$ cat config.mk
export PLATFORM = sky130hd
export DESIGN_NAME = button_conditioner
export DESIGN_NICKNAME = d
export VERILOG_FILES = /design/src/rtl/button_cond_pkg.sv /design/src/rtl/debounce_channel.sv /design/src/rtl/button_conditioner.sv
export SDC_FILE = /design/constraint.sdc
export NUM_CORES = 1
export LEC_CHECK = 0
export ABC_AREA = 1
export ABC_CLOCK_PERIOD_IN_PS = 1400
export BUFFER_PORTS_ARGS = -buffer_cell sky130_fd_sc_hd__clkbuf_2
export CORE_AREA = 2 2 81 83
export CTS_CLUSTER_DIAMETER = 150
export CTS_CLUSTER_SIZE = 10
export DETAILED_ROUTE_END_ITERATION = 7
export DIE_AREA = 0 0 83 85
export PLACE_DENSITY = 0.76
export RECOVER_POWER = 100
export SLEW_MARGIN = 20
export SYNTH_ARGS = -nofsm -noshare
export SYNTH_HDL_FRONTEND = slang
export SYNTH_SLANG_ARGS = --single-unit
$ cat constraint.sdc
create_clock -name clock -period 1.4 [get_ports clock]
set_input_delay 0.21 -clock clock [delete_from_list [all_inputs] [get_ports clock]]
set_output_delay 0.21 -clock clock [all_outputs]
set_load 0.005 [all_outputs]
$ cat src/rtl/button_cond_pkg.sv
// button_cond_pkg: channel indices and default configuration shared by the
// button conditioner files.
package button_cond_pkg;

    localparam int CH_JOY_UP   = 0;
    localparam int CH_JOY_DOWN = 1;
    localparam int CH_ARCADE   = 2;

    localparam int         DEF_NUM_CH          = 3;
    localparam int         DEF_STABLE_CYCLES   = 50000;
    localparam logic [2:0] DEF_ACTIVE_LOW_MASK = 3'b100;
    localparam int         DEF_REPEAT_DELAY    = 12500000;
    localparam int         DEF_REPEAT_PERIOD   = 2500000;

endpackage

$ cat src/rtl/debounce_channel.sv
// debounce_channel: one input channel with a synchronizer, debounce, press pulse and sticky latch.
// Auto-repeat pulses are added when BUTTON_COND_REPEAT_EN is defined.
module debounce_channel #(
    parameter int   STABLE_CYCLES = 50000,
    parameter logic ACTIVE_LOW    = 1'b0,
    parameter int   REPEAT_DELAY  = 12500000,
    parameter int   REPEAT_PERIOD = 2500000
) (
    input  logic clock,
    input  logic reset,
    input  logic raw_in,
    input  logic clear_inputs,
    output logic level,
    output logic press_pulse,
    output logic press_latched
);

    localparam int             CW       = $clog2(STABLE_CYCLES + 1);
    localparam logic [CW-1:0]  CNT_LAST = CW'(STABLE_CYCLES - 1);

    logic          s1, s2;
    logic [CW-1:0] cnt;
    logic          act, differ, accept, rise, repeat_hit;

    assign act    = s2 ^ ACTIVE_LOW;
    assign differ = act != level;
    assign accept = differ && cnt == CNT_LAST;
    assign rise   = accept && act;

    // Sync flops reset to the inactive pin level so release never looks like a press.
    always_ff @(posedge clock or negedge reset) begin
        if (!reset) begin
            s1            <= ACTIVE_LOW;
            s2            <= ACTIVE_LOW;
            cnt           <= '0;
            level         <= 1'b0;
            press_pulse   <= 1'b0;
            press_latched <= 1'b0;
        end else begin
            s1            <= raw_in;
            s2            <= s1;
            cnt           <= (!differ || accept) ? '0 : cnt + 1'b1;
            level         <= accept ? act : level;
            press_pulse   <= rise | repeat_hit;
            press_latched <= press_pulse | (press_latched & ~clear_inputs);
        end
    end

`ifdef BUTTON_COND_REPEAT_EN
    localparam int             HW       = $clog2(REPEAT_DELAY + 1);
    localparam logic [HW-1:0]  HOLD_HIT = HW'(REPEAT_DELAY - 1);
    localparam logic [HW-1:0]  HOLD_RLD = HW'(REPEAT_DELAY - REPEAT_PERIOD);

    logic [HW-1:0] hold;

    assign repeat_hit = level && !accept && hold == HOLD_HIT;

    // After the first repeat the counter reloads so it reaches the hit value every REPEAT_PERIOD.
    always_ff @(posedge clock or negedge reset) begin
        if (!reset)
            hold <= '0;
        else if (!level || accept)
            hold <= '0;
        else
            hold <= repeat_hit ? HOLD_RLD : hold + 1'b1;
    end

    if (STABLE_CYCLES < 1 || REPEAT_PERIOD < 1 || REPEAT_DELAY < REPEAT_PERIOD)
        $error("debounce_channel: invalid STABLE_CYCLES/REPEAT_DELAY/REPEAT_PERIOD");
`else
    assign repeat_hit = 1'b0;

    if (STABLE_CYCLES < 1 || REPEAT_DELAY < 0 || REPEAT_PERIOD < 0)
        $error("debounce_channel: STABLE_CYCLES must be at least 1");
`endif

endmodule

$ cat src/rtl/button_conditioner.sv
// button_conditioner: NUM_CH independent debounced, active-high input channels.
// Define BUTTON_COND_REPEAT_EN to enable hold-to-repeat press pulses.
module button_conditioner
    import button_cond_pkg::*;
#(
    parameter int                NUM_CH          = DEF_NUM_CH,
    parameter int                STABLE_CYCLES   = DEF_STABLE_CYCLES,
    parameter logic [NUM_CH-1:0] ACTIVE_LOW_MASK = NUM_CH'(DEF_ACTIVE_LOW_MASK),
    parameter int                REPEAT_DELAY    = DEF_REPEAT_DELAY,
    parameter int                REPEAT_PERIOD   = DEF_REPEAT_PERIOD
) (
    input  logic              clock,
    input  logic              reset,
    input  logic [NUM_CH-1:0] raw_in,
    input  logic              clear_inputs,
    output logic [NUM_CH-1:0] level,
    output logic [NUM_CH-1:0] press_pulse,
    output logic [NUM_CH-1:0] press_latched
);

    for (genvar i = 0; i < NUM_CH; i++) begin : g_ch
        debounce_channel #(
            .STABLE_CYCLES(STABLE_CYCLES),
            .ACTIVE_LOW   (ACTIVE_LOW_MASK[i]),
            .REPEAT_DELAY (REPEAT_DELAY),
            .REPEAT_PERIOD(REPEAT_PERIOD)
        ) u_ch (
            .clock        (clock),
            .reset        (reset),
            .raw_in       (raw_in[i]),
            .clear_inputs (clear_inputs),
            .level        (level[i]),
            .press_pulse  (press_pulse[i]),
            .press_latched(press_latched[i])
        );
    end

endmodule

; ---- Word-level counts from Yosys, hierarchy flattened
; Index checks and enable logic that the tools add are counted.
[totals]
regBits = 63
input_bits = 6
out_inout_bits = 9
elab_cells = 50
[op_classes]
addsub = 3
n_eq_ne = 6
n_mux = 3
n_bitwise = 8
reduce_logical = 12
[ops]
columns = operator, count
row1 = 16-bit by 1-bit adder with 16-bit output (second input constant), 3
row2 = 16-bit == test (second input constant), 3
row3 = 16-bit 2-to-1 mux, 3
row4 = 1-bit logical AND, 6
row5 = 1-bit AND, 3
row6 = 1-bit logical NOT, 3
row7 = 1-bit logical OR, 3
row8 = 1-bit inequality test, 3
row9 = 1-bit bitwise OR, 3
row10 = 1-bit inverter, 2

; ---- Depth between registers and ports, before layout
; Gate-level depths: netlist of run 1.
[depth]
ltp_word = 5
mapped_depth = 8
depth_no_buf = 7

; ---- Cells and area by module
; Synthesis of run 1 repeated with hierarchy kept, for this count alone.
[hier_totals]
hier_cells = 393
hier_area_um2 = 3224.3
[by_module_without_submodules]
columns = mod, n_inst, cells_each, area_each_um2, seq_area_each_um2
row1 = debounce_channel (g_ch[0].u_ch ...), 2, 131, 1069.8, 525.5
row2 = debounce_channel (g_ch[2].u_ch), 1, 131, 1084.8, 528.0

; ---- Worst setup path before layout of run 1
; No wires, ideal clock.
[synth_timing]
path_kind = reg2reg
startpoint = register g_ch[1].u_ch.cnt[0]
endpoint = register g_ch[1].u_ch.cnt[0]
arrival_time_ns = 1.208
required_ns = 1.279
slack_ns = 0.071
stages_incl_launch_ff = 8
synth_period_minus_slack_ns = 1.329
path_cell_list = dfrtp_1 -> ha_1 -> nand3_4 -> nor3_2 -> nand2_1 -> nand2_4 -> buf_6 -> nor2_1
[synth_via]
elab_chain_cells = 4
[synth_rtl]
columns = element, line_no
row1 = from (decl), debounce_channel.sv:22  ; logic [CW-1:0] cnt;
row2 = from (signal assigned), debounce_channel.sv:42  ; cnt <= (!differ || accept) ? '0 : cnt + 1'b1;
row3 = branches (longest 3 deep; another with 16-bit by 1-bit adder with 16-bit output), n/a
row4 = 16-bit 2-to-1 mux *, debounce_channel.sv:42
; Every way passes the cells marked *.
; A chain may end at the register's enable or synchronous reset.

; ---- Final worst setup path of run 1
[layout_timing]
startpoint = register g_ch[0].u_ch.cnt[0]
endpoint = register g_ch[0].u_ch.cnt[14]
[layout_via]
elab_chain_cells = 4
[layout_rtl]
columns = element, line_no
row1 = from (decl), debounce_channel.sv:22
row2 = from (signal assigned), debounce_channel.sv:42
row3 = branches (longest 3 deep; another with 16-bit by 1-bit adder with 16-bit output), n/a
row4 = 16-bit 2-to-1 mux *, debounce_channel.sv:42
; Marks and branches as above.

==> results.py, run 1 <==
metrics = {
    "run_status": {
        "status": "finished, final reports clean",
    },
    "sta": {
        "finalClockSkew_ns": 0.00514,
        "finalSetupViolCount": 0,
        "max_freq_mhz": 754,
        "hold_violations": 0,
        "timing.slew.headroom_pct": 48.3,
        "finalCriticalPeriod_ns": 1.33,
        "worst_pin_slew_ns": 0.775,
        "worst_slack_ns": 0.0744,
        "timing.final.max_slew_violations": 0,
        "post-route-period-util_pct": 94.7,
    },
    "power_and_ir_drop": {
        "sw_frac_of_total_pct": 22.6,
        "power_frac_comb_pct": 5.0,
        "irDropWorstVdd_mv": 0.747,
        "power_density_nw_per_um2": 957,
        "internal_power_mw": 2.80,
        "netSwitchingPower_mw": 0.814,
        "clkPwrFrac_pct": 42.9,
        "pwr-share-seq_pct": 52.1,
        "p_leak_nw": 1.56,
    },
    "finish": {
        "final_cell_mix": "nor2_1, nand2_1, dfrtp_1, inv_1, nand4_1",
        "nFillCells": 542,
        "fin_area_sq_um": 3770,
        "final_layout_size_suffix_gt1_share_pct": 16.4,
        "final_core_util_pct": 60.8,
        "nets": 449,
        "final_common_cell": "nor2_1",
        "area_growth_pct": 15.2,
        "diodes": 0,
    },
    "setup_path": {
        "r2r-start": "g_ch[0].u_ch.cnt[0]$_DFF_PN0_",
        "start_kind": "flip-flop",
        "crit_slowest_cell": "dfrtp_1",
        "path_class": "reg2reg",
        "reg2reg_slack_ns": 0.07,
        "worst_ep_arrival_time_ns": 1.56,
        "cp_slowest_stage_delay_ns": 0.35,
        "rr_worst_depth": 6,
        "cp_data_required_time_ns": 1.63,
        "end_kind": "flip-flop",
        "critPathMaxFanout": 8,
        "path_cells": "ha_1 > nand3_4 > nor3_2 > nand2_2 > nand2_4 > nor2_1",
        "reg2reg_to": "g_ch[0].u_ch.cnt[14]$_DFF_PN0_",
    },
    "synthesis": {
        "netlist_area_sq_um": 3270,
        "syn_avg_cell_area_sq_um": 8.04,
        "synth_nets": 416,
        "synth.ff_latch_count": 63,
        "ys_seq_area_share_pct": 48.2,
        "ys_warn_count": 0,
        "ys_types": 23,
        "netlist_instances": 407,
    },
    "hold_path": {
        "min_delay_path_depth": 2,
        "holdPathEnd": "g_ch[2].u_ch.press_latched$_DFF_PN0_",
        "hp-class": "in2reg",
        "min_from": "clear_inputs",
    },
    "clocking": {
        "clock_path_buffers": 2,
        "cts_num_sinks": 63,
        "clk_pin_slew_ns": 0.06,
        "h-tree-depth": 3,
        "cts_tree": "done",
        "insertion_delay_ns": 0.35,
        "postCtsSetupBuffers": 0,
        "cts_root_buf": "clkbuf_8",
        "cts_made_buffers": 9,
    },
    "global_route": {
        "grt_first_pass_wirelength_mm": 11.6,
        "grt_pass1_vias": 2696,
        "grt_max_degree": 34,
        "gr-total-overflow": 0,
        "grt_util_all_layers_pct": 20.2,
        "antenna_found_initial": 0,
    },
    "place": {
        "place_hpwl_mm": 4.58,
        "dp_worst_setup_slack_ns": 0.00505,
        "place.gp.congestion": 0.929,
        "placed_area_sq_um": 3450,
        "io_buffers": 14,
    },
    "floorplan": {
        "initial_utilization_pct": 52.8,
        "ios": 15,
        "die_y_microns": 85,
        "coreArea_sq_um": 6200,
        "fp-row-count": 29,
        "die_area_sq_um": 7060,
        "die_w_microns": 83,
    },
    "detailed_routing": {
        "avgRoutedWirePerCell_microns": 12.8,
        "vias_per_cell": 5.25,
        "wirelength_mm": 6.69,
        "drc_errors": 0,
        "dr.pass1.iters": 5,
        "ant_nets": 0,
        "drtIter0Drc": 261,
        "via_count": 2740,
    },
    "job": {
        "maxCapViolCount": 0,
    },
}
layout make-up:
cell class / instances / area (sq um) / area share (%)
Clock buffer: 13 / 149 / 3.95
Clock inverter: 3 / 42.5 / 1.13
Inverter: 38 / 143 / 3.78
Multi-Input combinational cell: 296 / 1530 / 40.6
Sequential cell: 63 / 1580 / 42.0
Tap cell: 77 / 96.3 / 2.55
Timing Repair Buffer: 32 / 225 / 5.97
metrics by stage:
stage,power [mW],hold slack [ns],TNS (ns),instances
final,3.61,0.0758,0,522
after global routing,3.74,0.103,-0.000808,522
after CTS,3.63,0.0715,0,520
after detailed placement,2.07,0.138,0,500
after global placement,2.06,0.138,0,500
after floorplan,1.99,-0.0856,0,407
metal layers:
layer	global-route usage, %	share of wire (%)	vias to the layer above
li1	-	-	1354
met1	24.0	43	1293
met2	34.5	50	80
met3	6.32	5.6	13
met4	8.20	1.6	0
met5	0	0	-
what timing repair did:
action | CTS | global route
gates resized for setup | 1 | 24
endpoints found under the setup margin | 2 | 37
pin swaps | 0 | 1
endpoints found under the hold margin | 13 | 0
cloned | 0 | 2
hold buffers | 4 | 0
Yosys cell counts:
cell type | instances | area, sq um
nor2_1 | 103 | 387
nand2_1 | 91 | 342
dfrtp_1 | 61 | 1530
inv_1 | 38 | 143
nand4_1 | 24 | 150
nand3_1 | 21 | 105
xor2_1 | 17 | 149
buf_4 | 9 | 67.6
xnor2_1 | 7 | 61.3
o21bai_1 | 6 | 45.0
o21ai_0 | 5 | 25.0
ha_1 | 3 | 37.5
nand2_2 | 3 | 18.8
nand2_4 | 3 | 33.8
nor2_2 | 3 | 18.8
o21ai_1 | 3 | 15.0
buf_8 | 2 | 30.0
dfstp_2 | 2 | 52.6
nor3_2 | 2 | 20.0
buf_6 | 1 | 11.3
nand3_2 | 1 | 10.0
nand3_4 | 1 | 17.5
nand3b_1 | 1 | 7.51
worst max-delay path, delay by kind of cell (launching register included):
| kind | cells | cell delay, ns |
|---|---|---|
| fa+ha+maj | 1 | 0.22 |
| flops | 1 | 0.35 |
| simple gates | 5 | 0.65 |
power groups by stage:
stage,Clock [mW],Combinational (mW),Sequential (mW)
after detailed placement,0,0.163,1.91
final,1.55,0.181,1.88
after global placement,0,0.157,1.91
after CTS,1.58,0.171,1.88
after floorplan,0,0.0763,1.91
after global routing,1.65,0.208,1.88
flip-flops by register name (all words and copies together), names as in the netlist:
signal                   count
g_ch.u_ch.press_latched      3
g_ch.u_ch.level              3
g_ch.u_ch.act                2
g_ch.u_ch.s1                 3
g_ch.u_ch.s2                 1
g_ch.u_ch.press_pulse        3
g_ch.u_ch.cnt               48
kinds of logic after synthesis:
family,count (synthesis),synth area share (%)
fa+ha+maj,3,1.15
xor+xnor,24,6.42
compound gates,14,2.60
flops,63,48.2
buf+inv,50,7.68
simple gates,253,33.9
worst max path at each step:
stage                                       start                             end  slack [ns]  cells past startpoint
finish              g_ch[0].u_ch.cnt[0]$_DFF_PN0_  g_ch[0].u_ch.cnt[14]$_DFF_PN0_        0.07                      6
global placement    g_ch[2].u_ch.cnt[1]$_DFF_PN0_  g_ch[2].u_ch.cnt[15]$_DFF_PN0_        0.08                      6
floorplan           g_ch[1].u_ch.cnt[0]$_DFF_PN0_   g_ch[1].u_ch.cnt[0]$_DFF_PN0_        0.07                      7
detailed placement  g_ch[2].u_ch.cnt[1]$_DFF_PN0_   g_ch[2].u_ch.cnt[7]$_DFF_PN0_       0.005                      6
CTS                 g_ch[2].u_ch.cnt[1]$_DFF_PN0_   g_ch[2].u_ch.cnt[0]$_DFF_PN0_        0.02                      6
global route        g_ch[2].u_ch.cnt[1]$_DFF_PN0_  g_ch[2].u_ch.cnt[10]$_DFF_PN0_     -0.0008                      7
No activity file was read; power rests on OpenSTA's default activity.
==> inputs of run 2 (changes only) <==
--- a/config.mk
+++ b/config.mk
@@ -5,14 +5,13 @@
 export SDC_FILE = /design/constraint.sdc
 export NUM_CORES = 1
 export LEC_CHECK = 0
-export ABC_AREA = 1
 export ABC_CLOCK_PERIOD_IN_PS = 1400
 export BUFFER_PORTS_ARGS = -buffer_cell sky130_fd_sc_hd__clkbuf_2
-export CORE_AREA = 2 2 81 83
+export CORE_AREA = 2 2 77 79
 export CTS_CLUSTER_DIAMETER = 150
 export CTS_CLUSTER_SIZE = 10
 export DETAILED_ROUTE_END_ITERATION = 7
-export DIE_AREA = 0 0 83 85
+export DIE_AREA = 0 0 79 81
 export PLACE_DENSITY = 0.76
 export RECOVER_POWER = 100
 export SLEW_MARGIN = 20
==> results.py, run 2 <==
metrics = {
    "global_route": {
        "grt_max_degree": 64,
        "grt_first_pass_wirelength_mm": 11.6,
        "grt_util_all_layers_pct": 24.4,
        "gr-total-overflow": 0,
        "grt_pass1_vias": 2469,
        "antenna_found_initial": 0,
    },
    "finish": {
        "nets": 385,
        "final_cell_mix": "buf_4, dfrtp_1, xnor2_1, nor2_2, nor2_4",
        "regMostFlops": "g_ch.u_ch.cnt",
        "diodes": 0,
        "final_layout_size_suffix_gt1_share_pct": 48.6,
        "area_growth_pct": 48.2,
        "final_common_cell": "buf_4",
        "layout.cells.non_filler": 456,
        "largest_reg_flops": 48,
    },
    "place": {
        "io_buffers": 14,
        "place.gp.congestion": 0.875,
        "place_hpwl_mm": 4.16,
        "post-place-cells": 420,
    },
    "setup_path": {
        "r2r-start": "g_ch[0].u_ch.cnt[12]$_DFF_PN0_",
        "cp.buffers_inverters": 0,
        "cp_slowest_stage_delay_ns": 0.52,
        "cp-endpoint": "g_ch[0].u_ch.level$_DFFE_PN0P_",
        "cp_data_required_time_ns": 1.63,
        "crit_slowest_cell": "or4_4",
        "reg2reg_slack_ns": -0.39,
        "reg2reg_to": "g_ch[0].u_ch.level$_DFFE_PN0P_",
        "start_kind": "flip-flop",
        "rr_worst_depth": 4,
        "critPathMaxFanout": 3,
        "startpoint": "g_ch[0].u_ch.cnt[12]$_DFF_PN0_",
        "end_kind": "flip-flop",
        "critPathTopFamily": "simple AND/OR/NAND/NOR gates",
        "worst_ep_arrival_time_ns": 2.01,
        "path_depth": 4,
        "path_cells": "nor4_2 > nand3b_1 > or4_4 > mux2_4",
        "path_class": "reg2reg",
    },
    "synthesis": {
        "async_flop_share_pct": 100,
        "synth.ff_latch_count": 63,
        "ys_types": 30,
        "synth_nets": 285,
        "synth_edf_count": 0,
        "synth_top_area_cell": "dfrtp_1",
        "yosys.area.top_type_share_pct": 52.1,
        "synth_common_cells": "dfrtp_1, nor2_1, xnor2_1, nand3_1, nor4_1",
        "ys_warn_count": 0,
        "synthMostInstantiatedCell": "dfrtp_1",
        "yosys_most_used_dff": "dfrtp_1",
        "ys_seq_area_share_pct": 53.9,
        "netlist_top_cells_area": "dfrtp_1, xnor2_1, nor2_1, nor4_1, nand3_1",
        "netlist_instances": 276,
        "netlist_area_sq_um": 2930,
        "syn_avg_cell_area_sq_um": 10.6,
    },
    "sta": {
        "finalCriticalPeriod_ns": 1.79,
        "worst_slack_ns": -0.388,
        "whs_ns": 0.212,
        "rsz0062_at_grt": "true",
        "finalClockSkew_ns": 0.00491,
        "timing.slew.headroom_pct": 42.7,
        "worst_pin_slew_ns": 0.860,
        "post-route-period-util_pct": 128,
        "max_freq_mhz": 559,
        "timing.final.max_slew_violations": 0,
        "finalSetupViolCount": 54,
        "hold_violations": 0,
    },
    "floorplan": {
        "die_y_microns": 81,
        "fp-row-count": 28,
        "die_w_microns": 79,
        "ios": 15,
        "coreArea_sq_um": 5680,
        "initial_utilization_pct": 51.6,
        "die_area_sq_um": 6400,
    },
    "power_and_ir_drop": {
        "power_density_nw_per_um2": 905,
        "p_leak_nw": 1.87,
        "irDropWorstVdd_mv": 0.785,
    },
    "clocking": {
        "clk_pin_slew_ns": 0.07,
        "h-tree-depth": 3,
        "clock_path_buffers": 2,
        "cts_num_sinks": 63,
        "cts_made_buffers": 9,
        "cts_tree": "done",
        "cts_root_buf": "clkbuf_8",
        "insertion_delay_ns": 0.34,
    },
    "detailed_routing": {
        "via_count": 2458,
        "ant_nets": 0,
        "vias_per_cell": 5.39,
        "drtIter0Drc": 99,
        "avgRoutedWirePerCell_microns": 16.7,
        "wirelength_mm": 7.60,
        "dr.pass1.iters": 4,
        "drc_errors": 0,
    },
    "run_status": {
        "violations": "setup timing",
        "status": "complete, but fails checks",
    },
    "job": {
        "maxCapViolCount": 0,
    },
    "hold_path": {
        "hp-class": "in2reg",
    },
}
==> run 2: worst min-delay path: stages <==
cell      delay [ns]
clkbuf_2        0.08
inv_1           0.07
a21o_1          0.16
==> run 2: how the worst min path moves through the flow <==
| stage | start | end | cells past startpoint | slack (ns) |
|---|---|---|---|---|
| floorplan | reset | g_ch[0].u_ch.act$_DFF_PN0_ | 0 | -0.09 |
| global placement | reset | g_ch[0].u_ch.cnt[2]$_DFF_PN0_ | 2 | 0.25 |
| detailed placement | reset | g_ch[0].u_ch.press_latched$_DFF_PN0_ | 2 | 0.25 |
| CTS | clear_inputs | g_ch[1].u_ch.press_latched$_DFF_PN0_ | 3 | 0.19 |
| global route | clear_inputs | g_ch[2].u_ch.press_latched$_DFF_PN0_ | 3 | 0.20 |
| finish | clear_inputs | g_ch[1].u_ch.press_latched$_DFF_PN0_ | 3 | 0.21 |
==> run 2: area by class of cell <==
type / instances / area [sq um]
Multi-Input combinational cell: 191 / 1610
Sequential cell: 63 / 1580
Fill cell: 363 / 1330
Timing Repair Buffer: 101 / 795
Clock buffer: 13 / 159
Tap cell: 75 / 93.8
Clock inverter: 3 / 65.1
Inverter: 10 / 37.5
==> run 2: logic make-up (layout without fill, tap and decap cells) <==
logic type	Yosys count	count (layout)	share of synthesized area (%)
simple gates	134	134	23.2
mux	2	2	1.03
buf+inv	22	127	4.06
fa+ha+maj	3	3	1.28
flops	63	63	53.9
xor+xnor	44	44	13.2
compound gates	8	8	3.33
==> run 2: timing repair <==
| action | in CTS | in global routing |
|---|---|---|
| pin swaps | 32 | 24 |
| gates cloned | 1 | 1 |
| hold endpoints to repair | 64 | 0 |
| gates resized for setup | 38 | 57 |
| hold buffers | 4 | 0 |
| endpoints found under the setup margin | 54 | 54 |
| buffers inserted | 15 | 1 |
==> run 2: stage by stage <==
stage | TNS (ns) | area, sq um | setup slack, ns | power, mW | utilization [%]
floorplan | -3.83 | 2970 | -0.376 | 1.97 | -
global placement | -4.93 | 3570 | -0.381 | 2.08 | 62.9
detailed placement | -7.52 | 3570 | -0.399 | 2.08 | 62.9
CTS | -8.31 | 4120 | -0.354 | 3.94 | 72.6
global route | -15.33 | 4340 | -0.436 | 4.08 | 76.5
finish | -12.61 | 4340 | -0.388 | 3.93 | 76.5
==> run 2: metal layers <==
metal	wire length, microns	part of all wire (%)	track usage, %	vias up
li1	-	-	-	1146
met1	3000	39	27.5	1233
met2	4260	56	43.5	69
met3	274	3.6	7.67	10
met4	68	0.89	9.31	0
met5	0	0	0	-
==> run 2: power by group <==
part	switching, mW	internal (mW)	total (mW)
Clock	0.683	1.10	1.78
Combinational	0.139	0.130	0.269
Sequential	0.0253	1.85	1.88
